## config.mk

```make
export PLATFORM = sky130hd
export DESIGN_NAME = vga_bounce_pic_flat
export DESIGN_NICKNAME = d
export VERILOG_FILES = /design/src/rtl/vga_bounce_pic_if.sv /design/src/rtl/vga_bounce_pic.sv /design/src/flat_wrapper.sv
export SDC_FILE = /design/constraint.sdc
export NUM_CORES = 1
export LEC_CHECK = 0
export ABC_AREA = 0
export BUFFER_PORTS_ARGS = -buffer_cell sky130_fd_sc_hd__buf_2
export CAP_MARGIN = 20
export CORE_MARGIN = 2
export CORE_UTILIZATION = 59
export DETAILED_ROUTE_END_ITERATION = 12
export GPL_TIMING_DRIVEN = 0
export MAX_ROUTING_LAYER = met4
export PLACE_DENSITY = 0.82
export SLEW_MARGIN = 40
export SYNTH_ARGS = -nofsm -noshare
export SYNTH_HDL_FRONTEND = slang
export SYNTH_SLANG_ARGS = --single-unit
```

## constraint.sdc

```tcl
create_clock -name vga_clk -period 3.55 [get_ports vga_clk]
set_input_delay 0.355 -clock vga_clk [delete_from_list [all_inputs] [get_ports vga_clk]]
set_output_delay 0.355 -clock vga_clk [all_outputs]
set_load 0.005 [all_outputs]
```

## src/rtl/vga_bounce_pic_if.sv

```systemverilog
// Pixel-side bus between the VGA timing controller and the bouncing-box generator.
interface vga_bounce_pic_if;
  logic        move_en;
  logic [9:0]  pix_x;
  logic [9:0]  pix_y;
  logic [11:0] pix_data;
  logic        bounce;

  // Timing controller side: presents coordinates, consumes colour.
  modport master (output move_en, pix_x, pix_y, input pix_data, bounce);
  // Generator side.
  modport slave  (input move_en, pix_x, pix_y, output pix_data, bounce);
endinterface

```

## src/rtl/vga_bounce_pic.sv

```systemverilog
// Bouncing-box pixel generator: a solid box over a fixed background that moves
// once per frame, reflects off the screen edges and recolours on each bounce.
module vga_bounce_pic #(
  parameter int          H_VALID  = 640,
  parameter int          V_VALID  = 480,
  parameter int          BOX_W    = 64,
  parameter int          BOX_H    = 64,
  parameter int          STEP     = 2,
  parameter logic [11:0] BG_COLOR = 12'h000
) (
  input  logic              vga_clk,
  input  logic              sys_rst,
  vga_bounce_pic_if.slave   bus
);
  localparam int X_MAX = H_VALID - BOX_W;
  localparam int Y_MAX = V_VALID - BOX_H;

  typedef enum logic {IDLE, UPDATE} state_t;

  state_t      state_q, state_d;
  logic [9:0]  box_x_q, box_x_d, box_y_q, box_y_d;
  logic        dir_x_q, dir_x_d, dir_y_q, dir_y_d;
  logic [2:0]  color_idx_q, color_idx_d;
  logic        frame_end_q, frame_end_d;
  logic [11:0] pix_data_q, pix_data_d;
  logic        bounce_q, bounce_d;

  logic [10:0] px, py, bx, by;
  logic        valid, inbox;
  logic [11:0] box_color;
  logic [9:0]  x_mv, y_mv;
  logic        dx_mv, dy_mv, hit_x, hit_y;

  // Palette lookup for the current box colour.
  always_comb begin
    case (color_idx_q)
      3'd0:    box_color = 12'hF00;
      3'd1:    box_color = 12'h0F0;
      3'd2:    box_color = 12'h00F;
      3'd3:    box_color = 12'hFF0;
      3'd4:    box_color = 12'h0FF;
      3'd5:    box_color = 12'hF0F;
      3'd6:    box_color = 12'hFFF;
      default: box_color = 12'hF80;
    endcase
  end

  // Pixel path; compared in 11 bits so box edge + size cannot wrap.
  always_comb begin
    px    = {1'b0, bus.pix_x};
    py    = {1'b0, bus.pix_y};
    bx    = {1'b0, box_x_q};
    by    = {1'b0, box_y_q};
    valid = (px < 11'(H_VALID)) && (py < 11'(V_VALID));
    inbox = (px >= bx) && (px < bx + 11'(BOX_W)) &&
            (py >= by) && (py < by + 11'(BOX_H));
    if (!valid)     pix_data_d = 12'h000;
    else if (inbox) pix_data_d = box_color;
    else            pix_data_d = BG_COLOR;
    frame_end_d = (bus.pix_x == 10'(H_VALID - 1)) && (bus.pix_y == 10'(V_VALID - 1));
  end

  // Candidate per-axis moves with edge reflection.
  always_comb begin
    x_mv = box_x_q; dx_mv = dir_x_q; hit_x = 1'b0;
    if (!dir_x_q) begin
      if (bx + 11'(STEP) >= 11'(X_MAX)) begin
        x_mv = 10'(X_MAX); dx_mv = 1'b1; hit_x = 1'b1;
      end else x_mv = box_x_q + 10'(STEP);
    end else begin
      if (box_x_q <= 10'(STEP)) begin
        x_mv = 10'd0; dx_mv = 1'b0; hit_x = 1'b1;
      end else x_mv = box_x_q - 10'(STEP);
    end
    y_mv = box_y_q; dy_mv = dir_y_q; hit_y = 1'b0;
    if (!dir_y_q) begin
      if (by + 11'(STEP) >= 11'(Y_MAX)) begin
        y_mv = 10'(Y_MAX); dy_mv = 1'b1; hit_y = 1'b1;
      end else y_mv = box_y_q + 10'(STEP);
    end else begin
      if (box_y_q <= 10'(STEP)) begin
        y_mv = 10'd0; dy_mv = 1'b0; hit_y = 1'b1;
      end else y_mv = box_y_q - 10'(STEP);
    end
  end

  // Update FSM: one UPDATE cycle per enabled frame end commits the move.
  always_comb begin
    state_d     = state_q;
    box_x_d     = box_x_q;
    box_y_d     = box_y_q;
    dir_x_d     = dir_x_q;
    dir_y_d     = dir_y_q;
    color_idx_d = color_idx_q;
    bounce_d    = 1'b0;
    case (state_q)
      IDLE: if (frame_end_q && bus.move_en) state_d = UPDATE;
      UPDATE: begin
        state_d = IDLE;
        box_x_d = x_mv; dir_x_d = dx_mv;
        box_y_d = y_mv; dir_y_d = dy_mv;
        // A corner counts as a single bounce.
        if (hit_x || hit_y) begin
          color_idx_d = color_idx_q + 3'd1;
          bounce_d    = 1'b1;
        end
      end
      default: state_d = IDLE;
    endcase
  end

  // All state registers; synchronous reset overrides any pending update.
  always_ff @(posedge vga_clk) begin
    if (sys_rst) begin
      state_q     <= IDLE;
      box_x_q     <= '0;
      box_y_q     <= '0;
      dir_x_q     <= 1'b0;
      dir_y_q     <= 1'b0;
      color_idx_q <= '0;
      frame_end_q <= 1'b0;
      pix_data_q  <= '0;
      bounce_q    <= 1'b0;
    end else begin
      state_q     <= state_d;
      box_x_q     <= box_x_d;
      box_y_q     <= box_y_d;
      dir_x_q     <= dir_x_d;
      dir_y_q     <= dir_y_d;
      color_idx_q <= color_idx_d;
      frame_end_q <= frame_end_d;
      pix_data_q  <= pix_data_d;
      bounce_q    <= bounce_d;
    end
  end

  assign bus.pix_data = pix_data_q;
  assign bus.bounce   = bounce_q;
endmodule
```

## src/flat_wrapper.sv

```systemverilog
// flat-port wrapper written by rule: the top's interface ports become plain ports
module vga_bounce_pic_flat 
#(
  parameter int          H_VALID  = 640,
  parameter int          V_VALID  = 480,
  parameter int          BOX_W    = 64,
  parameter int          BOX_H    = 64,
  parameter int          STEP     = 2,
  parameter logic [11:0] BG_COLOR = 12'h000
)
  (vga_clk, sys_rst, bus_move_en, bus_pix_x, bus_pix_y, bus_pix_data, bus_bounce);
  vga_bounce_pic_if bus_i ();
  input  logic vga_clk;
  input  logic sys_rst;
  input wire logic [$bits(bus_i.move_en)-1:0] bus_move_en;
  input wire logic [$bits(bus_i.pix_x)-1:0] bus_pix_x;
  input wire logic [$bits(bus_i.pix_y)-1:0] bus_pix_y;
  output wire logic [$bits(bus_i.pix_data)-1:0] bus_pix_data;
  output wire logic [$bits(bus_i.bounce)-1:0] bus_bounce;
  assign bus_i.move_en = bus_move_en;
  assign bus_i.pix_x = bus_pix_x;
  assign bus_i.pix_y = bus_pix_y;
  assign bus_pix_data = bus_i.pix_data;
  assign bus_bounce = bus_i.bounce;
  vga_bounce_pic #(.H_VALID(H_VALID), .V_VALID(V_VALID), .BOX_W(BOX_W), .BOX_H(BOX_H), .STEP(STEP), .BG_COLOR(BG_COLOR)) u_core (.vga_clk(vga_clk), .sys_rst(sys_rst), .bus(bus_i));
endmodule
```

==> reports/summary.md <==
The run finished with clean final reports. Summed over all layers, the global routing overflow is 0. Dividing total power by cell area gives a power density of 248 mW/mm^2. Counting every instance in the synthesized netlist gives 380. For the boundary pin count, the log shows 36. The area overhead of the layout relative to synthesis is 11.5%, and the detailed router's first-iteration violation count is 265. 0 antenna diodes ended up in the layout. The async set-reset flop share out of synthesis is 0. For this run, design rule violations remaining after detail routing come to 0.

The Yosys step of the flow raised 0 warnings. Setup violations remaining at the end of the flow were counted as 0. The final cycle utilization of the critical path was 0.819.

The average wire per cell in the routed design is 16.2 um. The total routing resource utilization after global routing was 0.300; the switching share of total power was 0.301. Across the routed clock network, the largest skew measured is 0.00226 ns. The number of enable flip-flop cells after synthesis came out at 0. In the post-synthesis netlist, the biggest area contributors are sky130_fd_sc_hd__dfxtp_1, sky130_fd_sc_hd__ha_1, sky130_fd_sc_hd__o21ai_0, sky130_fd_sc_hd__nand3_1, sky130_fd_sc_hd__nor2_1.

The type of the worst setup path was reg -> reg. The critical path goes through buf_2, inv_1, ha_1, inv_1, ha_1, a211o_1, a31oi_1, a211oi_1, a2111oi_0, nand4_1, a311oi_1. The run gives 0.607 as the headroom to the max-slew limit. The delay contributed by the slowest stage of the critical path was 0.40 ns; the design internal power was 576 uW. The number of clock sinks seen by CTS was 30; the buffering stage count on the worst path with inverters included was 3.

The cell accounting for the most synthesized area is sky130_fd_sc_hd__dfxtp_1. The clock passes through at most 2 buffers. TritonCTS built the clock tree.

In this run the standard cell core region covers 0.00479 mm^2. The top-area cell type share of the netlist area is 0.201. For the maximum achievable frequency, the log shows 344 MHz. STA classifies the critical path endpoint as a register.

Data arrives at the worst endpoint at 3.09 ns. After clock tree synthesis, the clock-pin slew on the worst setup and hold paths is 0.06 ns. The global-route wire length before repair was 12600 um; the number of I/O port buffers was 35. Entering global routing, the biggest net connects 11 pins. The tools report the layout filler cell count as 405. The number of vias per cell after detailed routing is 6.23. Once the clock tree was built, the resizer swapped 0 gates to a different size. The initial antenna violation count is 0. The share of total power in combinational logic came out at 0.237. Startpoint type of the worst setup path: a register.

The width of the chip is 75.1 um, and the peak supply drop is 198 uV. The pre-antenna-repair detailed-routing pass consisted of 5 iterations. Synthesis produced a netlist with a net count of 444. The final period demand of the worst path was 2.91 ns. The library cell with the highest instance count after synthesis is sky130_fd_sc_hd__ha_1. The tools report the total negative setup slack as 0 ns.

Hold repair after CTS inserted 0 buffers. The number of CTS-inserted buffers came out at 5. CTS built an H-tree with a depth of 2. The placed wire-length estimate was 6060 um; the average footprint of a synthesized cell was 7.85 um^2.

The logs give 0.336 for the share of power burned in the clock network and 248 uW for the switching power total. The share of final-layout standard cells stronger than drive strength 1 is 0.183, and the routed wire length is 7910 um. Post-CTS timing repair inserted 0 buffers for setup.

The slew of the pin with the lowest slew margin is 0.589 ns. The count of different cell masters after synthesis came out at 59. Row generation in the floorplan step produced 25 rows. By count the netlist is led by sky130_fd_sc_hd__ha_1, sky130_fd_sc_hd__nor2_1, sky130_fd_sc_hd__dfxtp_1, sky130_fd_sc_hd__inv_1, sky130_fd_sc_hd__nand2_1. At the worst endpoint, the required time is 3.73 ns. The analysis attributes to cell leakage a power of 1.32 nW. The sequential fraction of design power was 0.426. In this run the clock root is driven by a sky130_fd_sc_hd__clkbuf_8. Setup repair after global routing left no endpoint under its margin.

Routability-driven placement finished with a final weighted congestion of 0.996. Total chip power: 825 uW. The kind of path behind the tightest hold check was in -> reg. The gate family responsible for the most delay along the worst path is compound AO/OA/AOI/OAI gates.

The slowest stage of the critical path is the sky130_fd_sc_hd__a2111oi_0 cell. The number of maximum-capacitance violations is 0, and the later-pin clock latency in the skew report is 0.28 ns. For the count of vias placed by the detailed router, the log shows 3039. For the via count of the first global-routing pass, the log shows 2746.

The net count reported at finish is 486. The biggest fanout along the worst timing path works out to 10. In the synthesized netlist the dominant register cell turns out to be sky130_fd_sc_hd__dfxtp_1. In this run, synthesis produced a sequential element count of 30.

The logs give 0 for the final max-slew violation count and 0.00564 mm^2 for the area of the die. The cell area that synthesis handed to floorplanning was 0.00298 mm^2. The die is 75.1 um tall.

The detail route stage leaves a number of antenna-violating nets equal to 0. The sequential share of the synthesized area is 0.201. The logs give 0.623 for the initial cell density of the core and 0 for the final hold violation count.
-- cells in the final DEF (no fill, tap or decap), types with 3 or more instances in the layout --
cell type,synthesis,routed
sky130_fd_sc_hd__nand4_1,7,7
sky130_fd_sc_hd__nand2_1,27,27
sky130_fd_sc_hd__o21a_1,7,7
sky130_fd_sc_hd__buf_2,5,40
sky130_fd_sc_hd__nor4_1,4,4
sky130_fd_sc_hd__clkbuf_8,0,6
sky130_fd_sc_hd__nor2b_1,3,3
sky130_fd_sc_hd__dfxtp_1,30,30
sky130_fd_sc_hd__mux2i_1,4,4
sky130_fd_sc_hd__and4_1,4,4
sky130_fd_sc_hd__a21o_1,3,3
sky130_fd_sc_hd__a211oi_1,6,6
sky130_fd_sc_hd__buf_4,11,11
sky130_fd_sc_hd__o21ai_0,26,26
sky130_fd_sc_hd__nand3_1,25,25
sky130_fd_sc_hd__nand2b_1,5,5
sky130_fd_sc_hd__ha_1,41,41
sky130_fd_sc_hd__and3_1,5,5
sky130_fd_sc_hd__inv_1,28,28
sky130_fd_sc_hd__nor3_1,12,12
sky130_fd_sc_hd__a222oi_1,3,3
sky130_fd_sc_hd__a31oi_1,7,7
sky130_fd_sc_hd__a21oi_1,21,21
sky130_fd_sc_hd__clkbuf_1,7,7
sky130_fd_sc_hd__nor2_1,32,32
sky130_fd_sc_hd__xnor2_1,8,8
-- state kept, by name (all words and copies together), names as in the netlist --
register,cells
u_core.bus.bounce,1
u_core.frame_end_q,1
u_core.dir_x_q,1
u_core.color_idx_q,3
u_core.state_q,1
u_core.box_x_q,9
u_core.bus.pix_data,4
u_core.dir_y_q,1
u_core.box_y_q,9
-- through the flow --
stage / hold WS (ns) / worst slack (ns) / std cells / util / cell area (um^2)
global route: 0.306 / 0.356 / 488 / 0.694 / 3320
finish: 0.295 / 0.642 / 488 / 0.694 / 3320
global placement: 0.466 / 0.690 / 482 / 0.677 / 3240
floorplan: 0.407 / 1.09 / 380 / - / 2980
detailed placement: 0.472 / 0.701 / 482 / 0.677 / 3240
CTS: 0.291 / 0.684 / 488 / 0.694 / 3320
-- kinds of logic after synthesis --
logic type | after synthesis | synth area share
and+or+nand+nor | 142 | 0.253
DFF | 30 | 0.201
adders and majority gates | 41 | 0.172
muxes | 7 | 0.0273
xor gates and xnor gates | 8 | 0.0235
AOI/OAI and AO/OA | 100 | 0.239
buffers and inverters | 52 | 0.0839
-- path summary, 6_finish.rpt --
kind	startpoint	to	slack, ns	depth (start not counted)
setup / recovery	u_core.box_y_q[6]	u_core.bus.pix_data[7]	0.64	11
hold / removal	bus_move_en	u_core.state_q	0.30	3
setup reg to reg	u_core.box_y_q[6]	u_core.bus.pix_data[7]	0.64	11
hold reg to reg	u_core.frame_end_q	u_core.state_q	0.50	2
-- tightest hold or removal path, delay by kind of cell --
family,cells,cell delay [ns]
AND/OR/NAND/NOR,2,0.09
buffers and inverters,1,0.10
-- power groups by stage --
| stage | clock network [mW] | logic [mW] | registers, mW |
|---|---|---|---|
| detailed placement | 0 | 0.190 | 0.359 |
| finish | 0.277 | 0.196 | 0.352 |
| CTS | 0.283 | 0.191 | 0.351 |
| floorplan | 0 | 0.137 | 0.357 |
| global route | 0.294 | 0.219 | 0.352 |
| global placement | 0 | 0.182 | 0.358 |
-- metal layers --
metal | GRT usage | vias up | routed length (um)
met5 | - | - | 0
met4 | 0.125 | 0 | 198
met3 | 0.0509 | 24 | 699
met2 | 0.451 | 164 | 3440
met1 | 0.396 | 1382 | 3570
li1 | - | 1469 | -
-- layout make-up --
cell class | count | area (um^2) | area share
clock buffer | 6 | 82.6 | 0.0248
inverter | 28 | 105 | 0.0316
sequential | 30 | 601 | 0.181
buffer | 24 | 145 | 0.0437
multi-input combinational | 298 | 2130 | 0.641
tap | 67 | 83.8 | 0.0252
timing repair buffer | 35 | 175 | 0.0527
(Power assumes the default switching activity.)
